**src/rtl/perf_counter_collector.sv**
```systemverilog
// Consumer side of the performance-counter handshake: latches a finished window,
// divides latency sum by request count, keeps min/max/window stats and acks the counter.
module perf_counter_collector #(
  parameter int SUM_WD = 32,
  parameter int REQ_WD = 12,
  parameter int WIN_WD = 16
) (
  input  logic              i_bus_clk,
  input  logic              i_bus_rstn,
  input  logic              i_ready,
  input  logic [SUM_WD-1:0] i_cnt_sum,
  input  logic [REQ_WD-1:0] i_req_cnt,
  input  logic              i_stat_clr,
  output logic              o_cp_cmplt,
  output logic              o_busy,
  output logic [SUM_WD-1:0] o_avg,
  output logic              o_avg_valid,
  output logic [SUM_WD-1:0] o_min_avg,
  output logic [SUM_WD-1:0] o_max_avg,
  output logic [WIN_WD-1:0] o_win_cnt,
  output logic              o_div_zero
);

  localparam int ITER_WD = $clog2(SUM_WD);
  localparam logic [ITER_WD-1:0] LAST_ITER = ITER_WD'(SUM_WD - 1);

  typedef enum logic [2:0] {IDLE, DIVIDE, UPDATE, ACK, WAIT_DROP} state_t;

  state_t              state;
  state_t              state_nxt;
  logic [SUM_WD-1:0]   quo_dvd;
  logic [REQ_WD-1:0]   divisor;
  logic [REQ_WD:0]     rem;
  logic [ITER_WD-1:0]  iter;
  logic                req_zero;
  logic [REQ_WD:0]     rem_shift;
  logic [REQ_WD:0]     rem_nxt;
  logic                quo_bit;
  logic                rem_top_unused;

  // quo_dvd shifts the dividend out of its MSB while quotient bits enter at the LSB.
  // The stored remainder is always below the divisor, so its top bit never matters.
  always_comb begin
    rem_shift = {rem[REQ_WD-1:0], quo_dvd[SUM_WD-1]};
    quo_bit   = (rem_shift >= {1'b0, divisor});
    rem_nxt   = quo_bit ? (rem_shift - {1'b0, divisor}) : rem_shift;
  end

  assign rem_top_unused = rem[REQ_WD];
  assign o_busy         = (state != IDLE);

  always_ff @(posedge i_bus_clk or negedge i_bus_rstn) begin
    if (!i_bus_rstn) state <= IDLE;
    else             state <= state_nxt;
  end

  // A zero divisor still spends one DIVIDE cycle so it is resolved from the latched register.
  always_comb begin
    state_nxt = state;
    case (state)
      IDLE:      if (i_ready) state_nxt = DIVIDE;
      DIVIDE:    if (req_zero || (iter == LAST_ITER)) state_nxt = UPDATE;
      UPDATE:    state_nxt = ACK;
      ACK:       state_nxt = WAIT_DROP;
      WAIT_DROP: if (!i_ready) state_nxt = IDLE;
      default:   state_nxt = IDLE;
    endcase
  end

  always_ff @(posedge i_bus_clk or negedge i_bus_rstn) begin
    if (!i_bus_rstn) begin
      quo_dvd     <= '0;
      divisor     <= '0;
      rem         <= '0;
      iter        <= '0;
      req_zero    <= 1'b0;
      o_avg       <= '0;
      o_avg_valid <= 1'b0;
      o_cp_cmplt  <= 1'b0;
    end else begin
      o_avg_valid <= 1'b0;
      o_cp_cmplt  <= (state == ACK);
      case (state)
        IDLE: begin
          if (i_ready) begin
            quo_dvd  <= i_cnt_sum;
            divisor  <= i_req_cnt;
            rem      <= '0;
            iter     <= '0;
            req_zero <= (i_req_cnt == '0);
          end
        end
        DIVIDE: begin
          if (!req_zero) begin
            quo_dvd <= {quo_dvd[SUM_WD-2:0], quo_bit};
            rem     <= rem_nxt;
            iter    <= iter + ITER_WD'(1);
          end
        end
        UPDATE: begin
          o_avg       <= req_zero ? '0 : quo_dvd;
          o_avg_valid <= 1'b1;
        end
        default: ;
      endcase
    end
  end

  // A clear arriving together with UPDATE wins, dropping that window's statistics.
  always_ff @(posedge i_bus_clk or negedge i_bus_rstn) begin
    if (!i_bus_rstn) begin
      o_min_avg  <= '1;
      o_max_avg  <= '0;
      o_win_cnt  <= '0;
      o_div_zero <= 1'b0;
    end else if (i_stat_clr) begin
      o_min_avg  <= '1;
      o_max_avg  <= '0;
      o_win_cnt  <= '0;
      o_div_zero <= 1'b0;
    end else if (state == UPDATE) begin
      if (o_win_cnt != '1) o_win_cnt <= o_win_cnt + WIN_WD'(1);
      if (req_zero) begin
        o_div_zero <= 1'b1;
      end else begin
        if (quo_dvd < o_min_avg) o_min_avg <= quo_dvd;
        if (quo_dvd > o_max_avg) o_max_avg <= quo_dvd;
      end
    end
  end

endmodule
```
**config.mk**
```make
export PLATFORM = sky130hd
export DESIGN_NAME = perf_counter_collector
export DESIGN_NICKNAME = d
export VERILOG_FILES = /design/src/rtl/perf_counter_collector.sv
export SDC_FILE = /design/constraint.sdc
export NUM_CORES = 1
export LEC_CHECK = 0
export CAP_MARGIN = 0
export CORE_MARGIN = 5
export CORE_UTILIZATION = 50
export CTS_BUF_LIST = sky130_fd_sc_hd__clkbuf_2 sky130_fd_sc_hd__clkbuf_4 sky130_fd_sc_hd__clkbuf_8
export CTS_CLUSTER_SIZE = 12
export DETAILED_ROUTE_END_ITERATION = 8
export HOLD_SLACK_MARGIN = 0.02
export PLACE_DENSITY_LB_ADDON = 0.08
export SETUP_SLACK_MARGIN = 0.15
export SLEW_MARGIN = 20
export SYNTH_ARGS = -nofsm -noshare
export SYNTH_HDL_FRONTEND = slang
export SYNTH_SLANG_ARGS = --single-unit
```
**constraint.sdc**
```tcl
create_clock -name i_bus_clk -period 2.4 [get_ports i_bus_clk]
set_input_delay 0.36 -clock i_bus_clk [delete_from_list [all_inputs] [get_ports i_bus_clk]]
set_output_delay 0.36 -clock i_bus_clk [all_outputs]
set_load 0.01 [all_outputs]
```
# After elaboration in Yosys (flattened, before gate mapping)
# Cells that the tools add are included.
[totals]
register_bits = 180
input_bits = 48
output_inout_bits = 116
[classes]
add_sub_neg = 3
n_lt_le_gt_ge = 3
eq_ne = 11
mux = 30
reduce_logical = 17
[ops]
columns = ["cell", "n"]
rows = [
  ["32-bit 2-to-1 mux", 11],
  ["32-bit one-hot mux with 2 select lines", 1],
  ["16-bit 2-to-1 mux", 3],
  ["12-bit 2-to-1 mux", 3],
  ["32-bit > comparator", 1],
  ["32-bit < comparator", 1],
  ["12-bit one-hot mux with 2 select lines", 1],
  ["16-bit by 1-bit adder with 16-bit output (second input constant)", 1],
  ["16-bit inequality test (second input constant)", 1],
  ["3-bit one-hot mux with 5 select lines", 1],
  ["13-bit by 12-bit >= comparator with 1-bit output", 1],
  ["12-bit zero test", 1],
  ["3-bit AND reduction", 4],
  ["2-bit nonzero test", 6],
  ["12-bit subtractor", 1],
  ["5-bit 2-to-1 mux", 2],
  ["2-bit inequality test (second input constant)", 5],
  ["5-bit one-hot mux with 2 select lines", 1],
  ["3-bit 2-to-1 mux", 3],
  ["3-bit by 2-bit == test with 1-bit output (second input constant)", 2],
  ["2-bit AND reduction", 3],
  ["5-bit by 1-bit adder with 5-bit output (second input constant)", 1],
  ["5-bit == test (second input constant)", 1],
  ["1-bit 2-to-1 mux", 4],
  ["other kinds (5)", 5],
]

# Longest topological paths before layout
# Gate-level depths: netlist of run 1.
[logic_depth]
word_depth = 5
depth_mapped = 11
ltp_nobuf = 10

# Worst setup path after synthesis of run 1
# OpenSTA, ideal clock, no wires.
[synth_path]
path_kind = "flip-flop to flip-flop"
startpoint = "register o_max_avg[26]"
endpoint = "register o_max_avg[20]"
setup_ps = 132
t_arrival_ps = 2236
t_required_ps = 2268
slack_ps = 32
stages_incl_launch_ff = 12
n_path_buf = 2
synth_period_minus_slack_ps = 2368
cell_sequence = "dfrtp_1 > inv_1 > ha_1 > and4_1 > or3b_1 > nor3_2 > o31a_1 > o21a_2 > buf_6 > buf_12 > mux2i_1 > nor2_1"
[synth_between]
elab_chain_cells = 3
[synth_lines]
columns = ["element", "line", "source"]
rows = [
  ["start, declared", "19", "output logic [SUM_WD-1:0] o_max_avg,"],
  ["start signal, assigned", "127", "if (quo_dvd > o_max_avg) o_max_avg <= quo_dvd;"],
  ["32-bit > comparator", "127", ""],
  ["2-bit nonzero test (no line)", "n/a", ""],
  ["3-bit AND reduction (no line)", "n/a", ""],
]
# No other way between the ends.
# A chain may end at the register's enable or synchronous reset.

# Final worst setup path of run 1
[layout_path]
startpoint = "register quo_dvd[26]"
endpoint = "register o_max_avg[29]"
[layout_between]
elab_chain_cells = 3
[layout_lines]
columns = ["element", "line", "source"]
rows = [
  ["start, declared", "31", "logic [SUM_WD-1:0] quo_dvd;"],
  ["start signal, assigned", "86", "quo_dvd <= i_cnt_sum;"],
  ["start signal, assigned", "95", "quo_dvd <= {quo_dvd[SUM_WD-2:0], quo_bit};"],
  ["32-bit > comparator", "127", ""],
  ["2-bit nonzero test (no line)", "n/a", ""],
  ["3-bit AND reduction (no line)", "n/a", ""],
]
# No other way between the ends.

==> qor.csv, run 1 <==
stage,metric,value,unit
clocking,clkLatencyLatePin,470,ps
place,place_hpwl,18.3,mm
synth,synth_adder_area_share,10.0,%
detailed_routing,drt_first_pass_iters,5,
synth,synth.top_cell.area_share,37.2,%
floorplanning,start_util,51.0,%
timing,final.period_utilization,103,%
power,p_per_area,1020,mW/mm^2
power,p_total,13700,uW
clocking,clock-sinks,180,
grt,grt_pass1_wl,43.3,mm
timing,setup_tns,-1550,ps
worst_setup_path,start_kind,flop,
power,p_leak,0.00612,uW
synth,async_flop_share,100,%
synth,synth_edf_count,0,
synth,synth_top_family_by_area,simple AND/OR/NAND/NOR gates,
outcome,status,"complete, but fails checks",
timing,worst_pin_slew,644,ps
timing,skew,15.1,ps
synth,synth-compound-area-share,12.8,%
floorplanning,io-pin-count,164,
finish,area_delta_synth_final,34.9,%
power,vdd_drop_max,732,uV
worst_setup_path,worstSetupPathType,reg2reg,
detailed_routing,drt_iter0_drc,463,
timing,slew_viol_final,0,
flow_run,maxCapViolations,0,
detailed_routing,vias_per_cell,5.32,
worst_setup_path,crit_path_max_fanout,5,
synth,synth_mux_area_share,6.94,%
floorplanning,core,0.0195,mm^2
place,portBuffers,163,
synth,synthTopCellsByArea,"dfrtp_1 37%, ha_1 9.8%, dfstp_2 8.4%, mux2i_1 6.9%, nand2_1 4.9%",
detailed_routing,drt_wl_total,27.2,mm
floorplanning,rows,51,
clocking,cts_tree,built,
synth,ys.flop_type,dfrtp_1,
synth,syn-instance-count,1040,
worst_setup_path,end_kind,flop,
clocking,cts_buffers,17,
grt,grt_max_degree,69,
floorplanning,dieArea,0.0228,mm^2
clocking,cts_buffer_depth,2,
synth,yosysUniqueCellTypes,68,
finish,drive_gt1_share,17.5,%
timing,max_freq,0.404,GHz
timing,setup_ws,-74.8,ps
detailed_routing,ant_nets,0,
synth,ys_seq_area_share,45.7,%
detailed_routing,drc,0,
synth,syn_avg_cell_area,9.57,um^2
timing,rsz0062_at_grt,yes,
outcome,violations,setup timing,
worst_setup_path,critPathArrivalTime,2810,ps
worst_hold_path,hp-class,in2reg,
clocking,htree_levels,4,
detailed_routing,vias,8297,
grt,grt_usage,24.3,%
grt,grt_pass1_vias,8259,
timing,slew_headroom,57.0,%
clocking,cts_root_buf,clkbuf_8,
floorplanning,dieHeight,151,um
worst_setup_path,required,2740,ps
place,place_congestion,0.823,
timing,post-route-min-period,2470,ps
synth,synth_seq_cells,180,
finish,fin_nets,1408,
synth,synth_xor_area_share,1.94,%
synth,syn_nets,1167,
synth,yosysWarnings,0,
finish,num_antenna_cells,0,
floorplanning,die_width,151,um
detailed_routing,wire_per_inst,17.5,um
synth,synth-simple-area-share,16.9,%
clocking,clk_pin_slew_worst_paths,90,ps
grt,antenna_found_initial,0,
synth,synth_top_cell_by_area,dfrtp_1,
grt,overflow,0,
synth,syn-cell-area,0.00995,mm^2
timing,setup_viol,38,
timing,hold_viol_final,0,
## flip-flops by register name, summed over array words and instances, names as in the netlist
register	count
rem	12
o_div_zero	1
divisor	12
o_cp_cmplt	1
o_avg	32
req_zero	1
o_max_avg	32
quo_dvd	32
iter	5
o_min_avg	32
o_avg_valid	1
state	3
o_win_cnt	16
## synth_stat cells, types with 2 or more instances
| library cell | count |
|---|---|
| xor2_1 | 15 |
| buf_4 | 4 |
| dfstp_2 | 32 |
| and2_1 | 3 |
| nor2b_1 | 7 |
| buf_2 | 2 |
| a32oi_1 | 3 |
| a22o_1 | 4 |
| nor2_1 | 123 |
| o211ai_1 | 2 |
| a211oi_1 | 5 |
| o21ai_1 | 30 |
| a22oi_1 | 31 |
| o21bai_1 | 3 |
| a21oi_1 | 34 |
| ha_1 | 78 |
| o21a_1 | 4 |
| a31oi_1 | 3 |
| clkbuf_1 | 39 |
| and4_1 | 8 |
| o31a_1 | 3 |
| inv_1 | 79 |
| mux2i_1 | 69 |
| o31ai_1 | 2 |
| or2_2 | 2 |
| and3_1 | 4 |
| a21o_1 | 15 |
| nor4_1 | 4 |
| nand2b_1 | 35 |
| nand4_1 | 13 |
| nor3_1 | 6 |
| xnor2_1 | 7 |
| or3_1 | 4 |
| dfrtp_1 | 148 |
| o2111a_1 | 2 |
| nand3_1 | 12 |
| nand2_1 | 131 |
| o21ai_0 | 41 |
| o221ai_1 | 2 |
| buf_12 | 3 |
## layout make-up
type	count	area (um^2)
Tap cell	265	332
Fill cell	1599	6090
Clock buffer	21	289
Multi-Input combinational cell	730	5100
Sequential cell	180	4550
Timing Repair Buffer	273	2760
Inverter	79	299
Clock inverter	11	101
## cell families (layout without fill, tap and decap cells)
kind of cell               count (synthesis)  count (layout)
DFF                                      180             180
xor gates and xnor gates                  22              22
adders and majority gates                 79              79
buffers and inverters                    130             384
AOI/OAI and AO/OA                        196             196
and+or+nand+nor                          364             364
muxes                                     69              69
## final timing paths
kind	start	cells after the start	endpoint	slack, ps
setup / recovery	quo_dvd[26]	10	o_max_avg[29]	-70
hold / removal	i_stat_clr	2	o_max_avg[24]	290
setup reg to reg	quo_dvd[26]	10	o_max_avg[29]	-70
hold reg to reg	o_avg[8]	2	o_avg[8]	480
max in group asynchronous	i_bus_rstn	3	o_min_avg[31]	1260
min in group asynchronous	i_bus_rstn	2	o_avg[14]	360
## what timing repair did
action / in CTS / in global routing
hold buffers: 1 / 0
gates resized for setup: 40 / 16
pin swaps: 13 / 7
setup buffers: 22 / 1
cloned: 7 / 1
endpoints found under the hold margin: 25 / 0
setup endpoints to repair: 78 / 77
## power breakdown
group          switching (uW)  internal (uW)  total (uW)
logic                    3770           3550        7320
registers                 564           3780        4340
clock network            1130            932        2060
total                    5460           8260       13700
## worst max-delay path, cell delays in order, from the launching register on
cell,delay [ps]
dfrtp_1,430
ha_4,280
and4_1,180
or3b_4,410
o21bai_4,180
o221ai_2,170
o21a_4,180
buf_12,130
buf_12,130
mux2i_1,200
nor2_1,50
## layer usage
metal | wire (um) | GRT usage (%) | share of wire (%) | vias to the layer above
li1 | - | - | - | 4041
met1 | 12700 | 33.9 | 47 | 4022
met2 | 12700 | 39.1 | 47 | 208
met3 | 1370 | 4.25 | 5.0 | 26
met4 | 459 | 6.75 | 1.7 | 0
met5 | 0 | 0 | 0 | -
## metrics by stage
stage	instance area, um^2	util [%]	setup WS (ps)	hold slack [ps]	std cells
6_report	13400	68.8	-74.8	294	1559
2_1_floorplan	9980	-	47.8	64.4	1040
4_1_cts	13300	68.1	-28.7	267	1557
5_1_grt	13400	68.8	-201	284	1559
3_3_place_gp	12300	63.1	-18.6	307	1494
3_5_place_dp	12300	63.2	-129	305	1495
## cell usage in the layout (no fill, tap or decap), types with 15 or more instances in the layout
| cell type | netlist | layout |
|---|---|---|
| a21o_1 | 15 | 15 |
| a21oi_1 | 34 | 26 |
| a22oi_1 | 31 | 31 |
| buf_4 | 4 | 87 |
| clkbuf_8 | 1 | 21 |
| clkdlybuf4s50_1 | 0 | 160 |
| dfrtp_1 | 148 | 146 |
| dfstp_2 | 32 | 32 |
| ha_1 | 78 | 67 |
| inv_1 | 79 | 76 |
| mux2i_1 | 69 | 68 |
| nand2_1 | 131 | 131 |
| nand2b_1 | 35 | 34 |
| nor2_1 | 123 | 122 |
| o21ai_0 | 41 | 39 |
| o21ai_1 | 30 | 30 |
| xor2_1 | 15 | 15 |
(Power assumes the default switching activity.)
==> run 2: changes to the inputs <==
CORE_UTILIZATION = 60   (was 50)
SETUP_SLACK_MARGIN = not set   (was 0.15)
clock period = 3.17 ns   (was 2.4 ns; I/O delays follow)
==> run 2 against run 1 <==
The run now ends clean. Clock-buffer cell count fell by 4. Largest cell class unchanged. Largest power group unchanged. Sequential power down 20%. Utilization rose by 5.8 points. Critical endpoint is now o_max_avg[4].
==> qor.csv, run 2 (same netlist as run 1, synthesis figures left out) <==
stage,metric,value,unit,change
clocking,clock-sinks,180,,unchanged
floorplanning,dieArea,0.0193,mm^2,-16%
flow_run,maxCapViolations,0,,unchanged
power,p_per_area,778,mW/mm^2,-24%
floorplanning,dieHeight,139,um,-8.1%
floorplanning,core,0.0164,mm^2,-16%
worst_setup_path,r2r_cells,9,,-1
detailed_routing,drt_iter0_drc,455,,-1.7%
timing,worst_pin_slew,669,ps,+24.4 ps
power,vdd_drop_max,601,uV,-18%
worst_setup_path,critPathArrivalTime,3170,ps,+360 ps
clocking,cts_root_buf,clkbuf_8,,
power,p_leak,0.00559,uW,-8.5%
detailed_routing,vias,7903,,-4.7%
detailed_routing,drt_wl_total,24.1,mm,-11%
detailed_routing,wire_per_inst,17.0,um,-2.6%
timing,hold_ws,457,ps,+163 ps
finish,drive_gt1_share,8.08,%,-9.4 points
timing,max_freq,0.353,GHz,-13%
clocking,cts_buffers,17,,unchanged
worst_setup_path,crit_path_max_fanout,9,,+4
timing,setup_viol,0,,-100%
clocking,cts_tree,built,,
worst_setup_path,required,3510,ps,+770 ps
finish,design_area,0.0122,mm^2,-8.9%
worst_setup_path,worstReg2RegEnd,o_max_avg[4],,
floorplanning,rows,47,,-7.8%
finish,fin_nets,1315,,-6.6%
finish,area_delta_synth_final,22.9,%,
worst_hold_path,hp-class,in2async,,
grt,grt_pass1_vias,8080,,-2.2%
clocking,htree_levels,4,,unchanged
place,place_hpwl,17.2,mm,-6.1%
grt,antenna_found_initial,0,,unchanged
detailed_routing,drt_first_pass_iters,4,,-1
timing,final.period_utilization,89.5,%,-14 points
detailed_routing,drc,0,,unchanged
finish,num_antenna_cells,0,,unchanged
worst_setup_path,worstSetupPathType,reg2reg,,
grt,grt_pass1_wl,40.6,mm,-6.2%
timing,post-route-min-period,2840,ps,+361 ps
finish,fill_cells,1252,,-22%
worst_setup_path,end_kind,flop,,
clocking,cts_buffer_depth,2,,unchanged
timing,rsz0062_at_grt,no,,
timing,hold_viol_final,0,,unchanged
clocking,clk_pin_slew_worst_paths,90,ps,about the same
outcome,status,"complete, no violations",,
clocking,clkLatencyLatePin,480,ps,about the same
floorplanning,die_width,139,um,-8.1%
grt,grt_usage,25.6,%,+1.3 points
timing,skew,9.71,ps,-5.37 ps
worst_setup_path,start_kind,flop,,
power,p_total,9520,uW,-31%
worst_setup_path,worst-r2r-setup-slack,330,ps,+410 ps
floorplanning,start_util,60.7,%,+9.7 points
clocking,postCtsSetupBuffers,0,,-100%
place,portBuffers,163,,unchanged
worst_setup_path,reg2reg_from,quo_dvd[27],,
timing,slew_headroom,55.4,%,-1.6 points
timing,slew_viol_final,0,,unchanged
timing,setup_tns,0,ps,+1550 ps
place,place_congestion,0.868,,+5.5%
worst_setup_path,critPathLaunch,quo_dvd[27],,
finish,mostFrequentLayoutCells,"161 x clkdlybuf4s50_1, 148 x dfrtp_1, 131 x nand2_1",,
detailed_routing,vias_per_cell,5.56,,+4.5%
finish,final_common_cell,clkdlybuf4s50_1,,
place,post_dp_cell_area,0.0117,mm^2,-5.0%
grt,overflow,0,,unchanged
place,dpl_worst_slack,363,ps,+492 ps
timing,setup_ws,334,ps,+409 ps
grt,grt_max_degree,82,,+19%
floorplanning,io-pin-count,164,,unchanged
clocking,cts_resized,0,,-100%
detailed_routing,ant_nets,0,,unchanged
## run 2: stage by stage
step	cells	util [%]
2_1_floorplan	1040	-
4_1_cts	1420	74.4
6_report	1421	74.6
3_5_place_dp	1387	71.5
5_1_grt	1421	74.6
3_3_place_gp	1387	71.5
## run 2: area by class of cell
cell class / count / area, um^2 / area share (%)
tap: 220 / 275 / 2.25
clock buffer: 17 / 234 / 1.91
sequential: 180 / 4540 / 37.1
inverter: 79 / 297 / 2.42
timing repair buffer: 180 / 1810 / 14.8
multi-input combinational: 730 / 4850 / 39.7
clock inverter: 15 / 226 / 1.85
## run 2: critical path, stage by stage (launching register included)
cell and delay (ps):
dfrtp_1 480, ha_1 330, and4_1 240, or3b_1 400
nor3_2 220, o31a_1 160, o21a_2 330, buf_4 270
mux2i_1 200, nor2_1 60
## run 2: worst max-delay path by stage
stage	depth (start not counted)	endpoint	slack (ps)
final	9	o_max_avg[4]	330
after global routing	9	o_max_avg[7]	190
after CTS	9	o_max_avg[4]	330
after detailed placement	9	o_max_avg[7]	360
after global placement	9	o_max_avg[7]	440
after floorplan	11	o_max_avg[20]	800
## run 2: what timing repair did
item | in CTS | in global routing
hold buffers | 1 | 0
endpoints found under the hold margin | 36 | 0
endpoints found under the setup margin | 0 | 0
## run 2: layer usage
metal | vias up | track usage [%] | part of all wire, %
li1 | 3861 | - | -
met1 | 3807 | 33.8 | 44
met2 | 199 | 42.2 | 48
met3 | 36 | 5.31 | 5.3
met4 | 0 | 9.01 | 2.1
met5 | - | 0 | 0
## run 2: power breakdown
group	leakage, uW	total (uW)	internal (uW)	switching (uW)
registers	0.00228	3490	2850	640
logic	0.00309	4220	1940	2280
clock network	0.000223	1810	943	864
